$ cat config.mk
export PLATFORM = sky130hd
export DESIGN_NAME = nes_pad_reader
export DESIGN_NICKNAME = d
export VERILOG_FILES = /design/src/rtl/nes_pad_reader.sv
export SDC_FILE = /design/constraint.sdc
export NUM_CORES = 1
export LEC_CHECK = 0
export ABC_AREA = 1
export CAP_MARGIN = 30
export CORE_MARGIN = 1.5
export CORE_UTILIZATION = 45
export CTS_CLUSTER_SIZE = 25
export DETAILED_ROUTE_END_ITERATION = 6
export SLEW_MARGIN = 20
export SYNTH_ARGS = -nofsm -noshare
export SYNTH_HDL_FRONTEND = slang
export SYNTH_SLANG_ARGS = --single-unit
$ cat constraint.sdc
create_clock -name clk -period 2.1 [get_ports clk]
set_clock_uncertainty 0.15 [all_clocks]
set_input_delay 0.315 -clock clk [delete_from_list [all_inputs] [get_ports clk]]
set_output_delay 0.315 -clock clk [all_outputs]
set_load 0.005 [all_outputs]
$ cat src/rtl/nes_pad_reader.sv
// -----------------------------------------------------------------------------
// nes_pad_reader
//
// Polls an NES controller over its latch / pulse / data serial protocol and
// presents the eight buttons to the Tetris game logic as a stable active-high
// vector, together with one-cycle "newly pressed" pulses.
//
// Build option:
//   NES_DEBOUNCE_EN  when defined, a frame's byte is only accepted once two
//                    consecutive frames read the same raw value. This adds one
//                    frame of latency to every change. When undefined, every
//                    completed frame updates the outputs directly.
//
// Parameters:
//   TICK_DIV  clk cycles per protocol tick (min 4)
//   POLL_DIV  clk cycles between latch starts (must exceed 17*TICK_DIV+4)
//
// Ports:
//   clk         system clock
//   hard_reset  asynchronous active-low reset
//   nes_in      serial data from the controller, low = pressed, async to clk
//   nes_latch   latch strobe to the controller, active-high
//   nes_pulse   shift clock to the controller, active-high
//   buttons     [7]A [6]B [5]Select [4]Start [3]Up [2]Down [1]Left [0]Right,
//               1 = pressed
//   btn_valid   one-cycle pulse when a frame completes
//   btn_press   rising-edge pulses per button, non-zero only with btn_valid
//   state_dbg   current FSM state encoding, for observation only
//
// Handshake: btn_valid is a one-cycle strobe with no ready; btn_press is
// qualified by btn_valid and buttons is stable between strobes.
//
// Frame shape (ticks): LATCH 2, GAP 1, then 7 x (HIGH 1, LOW 1) = 17 ticks,
// followed by a single DONE cycle. Bit 0 (A) is sampled at the end of GAP,
// bits 1..7 at the end of each LOW.
// -----------------------------------------------------------------------------
module nes_pad_reader #(
  parameter int TICK_DIV = 150,
  parameter int POLL_DIV = 416667
) (
  input  logic       clk,
  input  logic       hard_reset,
  input  logic       nes_in,
  output logic       nes_latch,
  output logic       nes_pulse,
  output logic [7:0] buttons,
  output logic       btn_valid,
  output logic [7:0] btn_press,
  output logic [2:0] state_dbg
);

  // Counter widths: $clog2(N) bits are enough to hold 0..N-1.
  localparam int TW = (TICK_DIV > 2) ? $clog2(TICK_DIV) : 1;
  localparam int PW = (POLL_DIV > 2) ? $clog2(POLL_DIV) : 1;

  localparam logic [TW-1:0] TICK_LAST = TW'(TICK_DIV - 1);
  localparam logic [PW-1:0] POLL_LAST = PW'(POLL_DIV - 1);

  // FSM encoding
  localparam logic [2:0] ST_IDLE  = 3'd0;
  localparam logic [2:0] ST_LATCH = 3'd1;
  localparam logic [2:0] ST_GAP   = 3'd2;
  localparam logic [2:0] ST_HIGH  = 3'd3;
  localparam logic [2:0] ST_LOW   = 3'd4;
  localparam logic [2:0] ST_DONE  = 3'd5;

  logic [2:0]    state;
  logic [TW-1:0] tick_cnt;
  logic [PW-1:0] poll_cnt;
  logic [2:0]    bit_cnt;     // number of bits already captured this frame
  logic          latch_half;  // 0 = first latch tick, 1 = second latch tick
  logic [7:0]    raw;         // active-low bits, A shifted in first
  logic          sync_1;
  logic          sync_2;

  logic          tick_end;
  logic          poll_end;
  logic [7:0]    new_btn;

  assign tick_end = (tick_cnt == TICK_LAST);
  assign poll_end = (poll_cnt == POLL_LAST);
  assign new_btn  = ~raw;

  // Strobes are decoded straight from the state register so that an
  // asynchronous reset drops them in the same instant.
  assign nes_latch = (state == ST_LATCH);
  assign nes_pulse = (state == ST_HIGH);
  assign state_dbg = state;

  // ---------------------------------------------------------------------------
  // Input synchroniser. Resets to 1 (the idle / released level of the line).
  // ---------------------------------------------------------------------------
  always_ff @(posedge clk or negedge hard_reset) begin
    if (!hard_reset) begin
      sync_1 <= 1'b1;
      sync_2 <= 1'b1;
    end else begin
      sync_1 <= nes_in;
      sync_2 <= sync_1;
    end
  end

  // ---------------------------------------------------------------------------
  // Free-running poll counter. It keeps running during a frame; a wrap that
  // lands outside IDLE is simply not acted upon.
  // ---------------------------------------------------------------------------
  always_ff @(posedge clk or negedge hard_reset) begin
    if (!hard_reset) begin
      poll_cnt <= '0;
    end else if (poll_end) begin
      poll_cnt <= '0;
    end else begin
      poll_cnt <= poll_cnt + 1'b1;
    end
  end

  // ---------------------------------------------------------------------------
  // Protocol FSM, tick counter and deserialiser.
  // ---------------------------------------------------------------------------
  always_ff @(posedge clk or negedge hard_reset) begin
    if (!hard_reset) begin
      state      <= ST_IDLE;
      tick_cnt   <= '0;
      bit_cnt    <= 3'd0;
      latch_half <= 1'b0;
      raw        <= 8'hFF;
    end else begin
      case (state)
        ST_IDLE: begin
          tick_cnt   <= '0;
          bit_cnt    <= 3'd0;
          latch_half <= 1'b0;
          if (poll_end) begin
            state <= ST_LATCH;
          end
        end

        ST_LATCH: begin
          if (tick_end) begin
            tick_cnt <= '0;
            if (latch_half) begin
              latch_half <= 1'b0;
              state      <= ST_GAP;
            end else begin
              latch_half <= 1'b1;
            end
          end else begin
            tick_cnt <= tick_cnt + 1'b1;
          end
        end

        ST_GAP: begin
          if (tick_end) begin
            // The controller presents A right after the latch falls.
            tick_cnt <= '0;
            raw      <= {raw[6:0], sync_2};
            bit_cnt  <= 3'd1;
            state    <= ST_HIGH;
          end else begin
            tick_cnt <= tick_cnt + 1'b1;
          end
        end

        ST_HIGH: begin
          if (tick_end) begin
            tick_cnt <= '0;
            state    <= ST_LOW;
          end else begin
            tick_cnt <= tick_cnt + 1'b1;
          end
        end

        ST_LOW: begin
          if (tick_end) begin
            tick_cnt <= '0;
            raw      <= {raw[6:0], sync_2};
            if (bit_cnt == 3'd7) begin
              // That was bit 7 (Right): the byte is complete.
              bit_cnt <= 3'd0;
              state   <= ST_DONE;
            end else begin
              bit_cnt <= bit_cnt + 3'd1;
              state   <= ST_HIGH;
            end
          end else begin
            tick_cnt <= tick_cnt + 1'b1;
          end
        end

        ST_DONE: begin
          tick_cnt <= '0;
          state    <= ST_IDLE;
        end

        default: begin
          tick_cnt   <= '0;
          bit_cnt    <= 3'd0;
          latch_half <= 1'b0;
          state      <= ST_IDLE;
        end
      endcase
    end
  end

  // ---------------------------------------------------------------------------
  // Output registers, updated on the DONE cycle so that btn_valid and
  // btn_press are high for exactly the cycle after DONE.
  // ---------------------------------------------------------------------------
`ifdef NES_DEBOUNCE_EN
  logic [7:0] prev_raw;  // raw byte of the previous completed frame

  always_ff @(posedge clk or negedge hard_reset) begin
    if (!hard_reset) begin
      buttons   <= 8'h00;
      btn_press <= 8'h00;
      btn_valid <= 1'b0;
      prev_raw  <= 8'hFF;
    end else begin
      btn_valid <= 1'b0;
      btn_press <= 8'h00;
      if (state == ST_DONE) begin
        btn_valid <= 1'b1;
        prev_raw  <= raw;
        // Only a byte seen twice in a row is trusted.
        if (raw == prev_raw) begin
          btn_press <= new_btn & ~buttons;
          buttons   <= new_btn;
        end
      end
    end
  end
`else
  always_ff @(posedge clk or negedge hard_reset) begin
    if (!hard_reset) begin
      buttons   <= 8'h00;
      btn_press <= 8'h00;
      btn_valid <= 1'b0;
    end else begin
      btn_valid <= 1'b0;
      btn_press <= 8'h00;
      if (state == ST_DONE) begin
        btn_valid <= 1'b1;
        // Releases produce no pulse: only 0 -> 1 transitions are reported.
        btn_press <= new_btn & ~buttons;
        buttons   <= new_btn;
      end
    end
  end
`endif

endmodule
* Word level (Yosys, flattened, before mapping) *
Index checks and enable logic that the tools add are counted.

word-level totals
  bits in registers = 61
  input bits = 3
  output and inout port bits = 22

operators by class
  $add $sub $neg = 3
  multiplexer cells = 20
  reduce and logical (&&, ||, !) cells = 9
  equal/unequal tests = 14
  bitwise logic cells = 5

operator list
  cell                     number
  $mux W3                  10
  $mux W8                  3
  $add A19 B1 Y19 const B  1
  $eq A19 B19 Y1 const B   1
  $mux W19                 1
  $not A8 Y8               2
  $pmux W3 S5              1
  $eq A3 B3 Y1 const B     3
  $pmux W3 S3              1
  $add A8 B1 Y8 const B    1
  $and A8 B8 Y8            1
  $eq A8 B8 Y1 const B     1
  $reduce_or A4 Y1         2
  $eq A3 B2 Y1 const B     2
  $ne A2 B1 Y1 const B     3
  $ne A2 B2 Y1 const B     3
  $reduce_and A6 Y1        1
  $reduce_and A2 Y1        2
  $add A3 B1 Y3 const B    1
  $eq A3 B1 Y1 const B     1
  $logic_not A3 Y1         1
  $mux W1                  3
  $reduce_and A3 Y1        1
  $reduce_or A3 Y1         1
  3 further kinds          4

* Longest topological paths before layout *
  word-level depth = 4
  depth in mapped cells = 11
  depth with buffers taken out = 11

* Least setup slack after synthesis *
Ideal clock, no wire load.

  kind = reg2reg
  from = register poll_cnt[0]
  to = register state[0] (netlist: state_dbg[0])
  slack = 562 ps
  clock period less this slack = 1538 ps
  data arrival time = 1271 ps
  buffers on the path = 0
  cell stages (with the launch flop) = 12
  path through = dfrtp_1 inv_1 ha_1 inv_1 nor2_1 nand2_1 nor2_1 nand3_2 nand2_2 nand2_2 nand2_1 nand2_1

on the way
  longest elaborated chain between the ends = 3

ends and longest elaborated chain
  element                      line  RTL
  from (decl)                  69    logic [PW-1:0] poll_cnt;
  from (signal assigned)       113   poll_cnt <= poll_cnt + 1'b1;
  $eq A19 B19 Y1               81    assign poll_end = (poll_cnt == POLL_LAST);
  $ne A2 B2 Y1 (no line)       -
  $reduce_and A6 Y1 (no line)  -
  to (signal assigned)         122   state <= ST_IDLE;
  to (signal assigned)         134   state <= ST_LATCH;
  to (signal assigned)         143   state <= ST_GAP;
  to (decl)                    67    logic [2:0] state;

Every way passes these cells.
A chain may end at the register's enable or synchronous reset.

* Final worst setup path *
  from = register state[2] (netlist: state_dbg[2])
  to = output nes_pulse

on the way
  longest elaborated chain between the ends = 1

ends and longest elaborated chain
  element       line  RTL
  $eq A3 B2 Y1  87    assign nes_pulse = (state == ST_HIGH);
  to (decl)     45    output logic nes_pulse,

Every way passes these cells.

==> results.tsv <==
metric	value	unit
dr.first_iter.drc_count	92	
syn_avg_cell_area	8.70	um^2
cp_cell_sequence	nor2_4 -> nand2_1 -> inv_1 -> clkdlybuf4s50_1	
antenna_left	0	
grt_max_degree	47	
slowest_stage	clkdlybuf4s50_1	
nets	381	
synth_seq_cells	61	
die_h	83.5	um
synth_area	2910	um^2
cpLargestDelayFamily	buffers and inverters	
yosysUniqueCellTypes	31	
start_kind	flip-flop	
worst-endpoint-arrival	1.55	ns
cts.sinks	61	
p_leak	1.67	nW
synth_edf_count	0	
relSlewSlack	74.1	%
h-tree-depth	3	
die_w	83.5	um
hold_depth	0	
start_util	46.2	%
crit_buf_inv	2	
gp_congestion	0.799	
critPathKind	flip-flop to output pin	
diodes	0	
endpoint_kind	output pin	
seq_area_frac_synth	52.8	%
num_vias	2146	
die-area	6970	um^2
hold_path_class	flip-flop to flip-flop	
core	6310	um^2
yosysWarnings	0	
drive_above_1_share	17.6	%
rsz0062_at_grt	no	
grt.overflow.total	0	
min_period_over_period	96.0	%
synthesis.nets	344	
rr_worst_depth	11	
synth_ff_type	dfrtp_1	
synth_top_area_cell	dfrtp_1	
path_clk_slew	0.07	ns
clkLatencyLatePin	0.34	ns
status	completed	
grt_pass1_vias	2075	
synthCells	335	
io_pins	25	
irDropWorstVdd	0.000366	V
finalMaxSlewViolations	0	
max_cap_viol_count	0	
antenna_found_initial	0	
dpl.hpwl	3690	um
cts_buffers	9	
synth_common_cells	85 x nand2_1, 52 x nor2_1, 51 x dfrtp_1	
cp.depth	4	
areaGrowthSynthToFinish	19.4	%
max_stage_delay	0.49	ns
drt-total-wl	5210	um
async_flop_share	100	%
grt_pass1_wl	9320	um
wire_per_inst	11.5	um
stdcell_count	453	
setup_violations	0	
cts_buffer_depth	2	
synth_area_leaders	dfrtp_1 44%, nand2_1 11%, dfstp_2 9.0%	
dr.pass1.iters	4	
finalPower	2.30	mW
cts.root.buffer_cell	clkbuf_8	
grt_usage	16.9	%
required	1.63	ns
crit_path_max_fanout	3	
fin_setup_tns	0	ns
p_per_area	661	nW/um^2
cts_tree	built	
finalHoldViolCount	0	
dp_cells	435	
max_freq	496	MHz
yosysMostFrequentCell	nand2_1	
tightestPinTransition	0.389	ns
drc	0	
port_buffers	24	
rows	29	
synth_top_area_share	43.8	%
fin_crit	2.02	ns
via_per_inst	4.74	
## flip-flops by register name, summed over array words and instances, names as in the netlist
| register | count |
|---|---|
| raw | 8 |
| tick_cnt | 8 |
| buttons | 8 |
| sync_1 | 1 |
| latch_half | 1 |
| bit_cnt | 3 |
| state_dbg | 3 |
| sync_2 | 1 |
| poll_cnt | 19 |
| btn_press | 8 |
| btn_valid | 1 |
## worst reg2reg max path: stages, from the launching register on
cell and delay, ns:
dfrtp_1 0.42, inv_1 0.07, ha_1 0.16, inv_1 0.04
nor2_1 0.09, nand2_1 0.06, nor2_1 0.11, nand3_2 0.22
nand2_2 0.17, nand2_2 0.06, nand2_1 0.05, nand2_1 0.04
## layout by cell type, fill, tap and decap left out, types with 2 or more instances in the layout
| cell | n |
|---|---|
| nand3_1 | 11 |
| nand2_1 | 85 |
| nor2_2 | 2 |
| nand4_1 | 7 |
| nor3_1 | 6 |
| clkbuf_8 | 12 |
| inv_2 | 5 |
| a21oi_1 | 6 |
| nor2_1 | 52 |
| o21ai_0 | 6 |
| xnor2_1 | 4 |
| xor2_1 | 9 |
| inv_1 | 39 |
| dfrtp_2 | 3 |
| o21ai_2 | 9 |
| dfstp_2 | 10 |
| ha_1 | 6 |
| clkdlybuf4s50_1 | 22 |
| nand2_2 | 8 |
| nand3_2 | 3 |
| buf_4 | 3 |
| dfrtp_1 | 48 |
| nor2_4 | 3 |
## report_power, final
| part | switching (mW) | internal (mW) | total, mW |
|---|---|---|---|
| Sequential | 0.000440 | 1.18 | 1.18 |
| Clock | 0.451 | 0.638 | 1.09 |
| Combinational | 0.0232 | 0.00743 | 0.0306 |
## through the flow
stage          cell area, um^2  utilization [%]  hold slack [ns]  setup WS [ns]
6_report                  3480             55.1            0.208         0.0845
5_1_grt                   3480             55.1            0.214         0.0132
4_1_cts                   3480             55.1            0.209         0.0694
3_5_place_dp              3240             51.4            0.112          0.295
3_3_place_gp              3240             51.4            0.110          0.319
2_1_floorplan             2910                -           -0.131          0.562
## cell type report
cell class | instances | area [um^2]
Timing Repair Buffer | 29 | 287
Sequential cell | 61 | 1540
Clock buffer | 12 | 165
Multi-Input combinational cell | 227 | 1180
Clock inverter | 3 | 43.8
Tap cell | 77 | 96.3
Inverter | 44 | 165
Fill cell | 592 | 2830
## repair_timing
| action | 4_1_cts | 5_1_grt |
|---|---|---|
| buffers inserted | 2 | 0 |
| gates resized for setup | 4 | 0 |
| setup endpoints to repair | 2 | 0 |
| hold buffers | 1 | 0 |
| endpoints found under the hold margin | 15 | 0 |
## path summary, 6_finish.rpt
| path | end | slack, ns | startpoint |
|---|---|---|---|
| min | sync_2$_DFF_PN1_ | 0.21 | sync_1$_DFF_PN1_ |
| min in group asynchronous | poll_cnt[0]$_DFF_PN0_ | 0.28 | hard_reset |
| max reg2reg | state_dbg[0]$_DFFE_PN0P_ | 0.36 | poll_cnt[0]$_DFF_PN0_ |
| max | nes_pulse | 0.08 | state_dbg[2]$_DFFE_PN0P_ |
| max in group asynchronous | raw[7]$_DFFE_PN1P_ | 0.90 | hard_reset |
| min reg2reg | sync_2$_DFF_PN1_ | 0.21 | sync_1$_DFF_PN1_ |
## logic make-up after synthesis
kind of cell / after synthesis / share of synthesized area, %
AO/OA/AOI/OAI: 24 / 5.62
XOR/XNOR: 13 / 3.91
adder cells (fa/ha/maj): 6 / 2.58
buffers and inverters: 47 / 6.70
flip-flops: 61 / 52.8
AND/OR/NAND/NOR: 184 / 28.4
## routing by layer
layer / track usage, % / part of all wire, %
met1: 21.8 / 48
met2: 26.0 / 45
met3: 4.55 / 3.6
met4: 9.09 / 2.8
met5: 0 / 0
No activity file was read; power rests on OpenSTA's default activity.
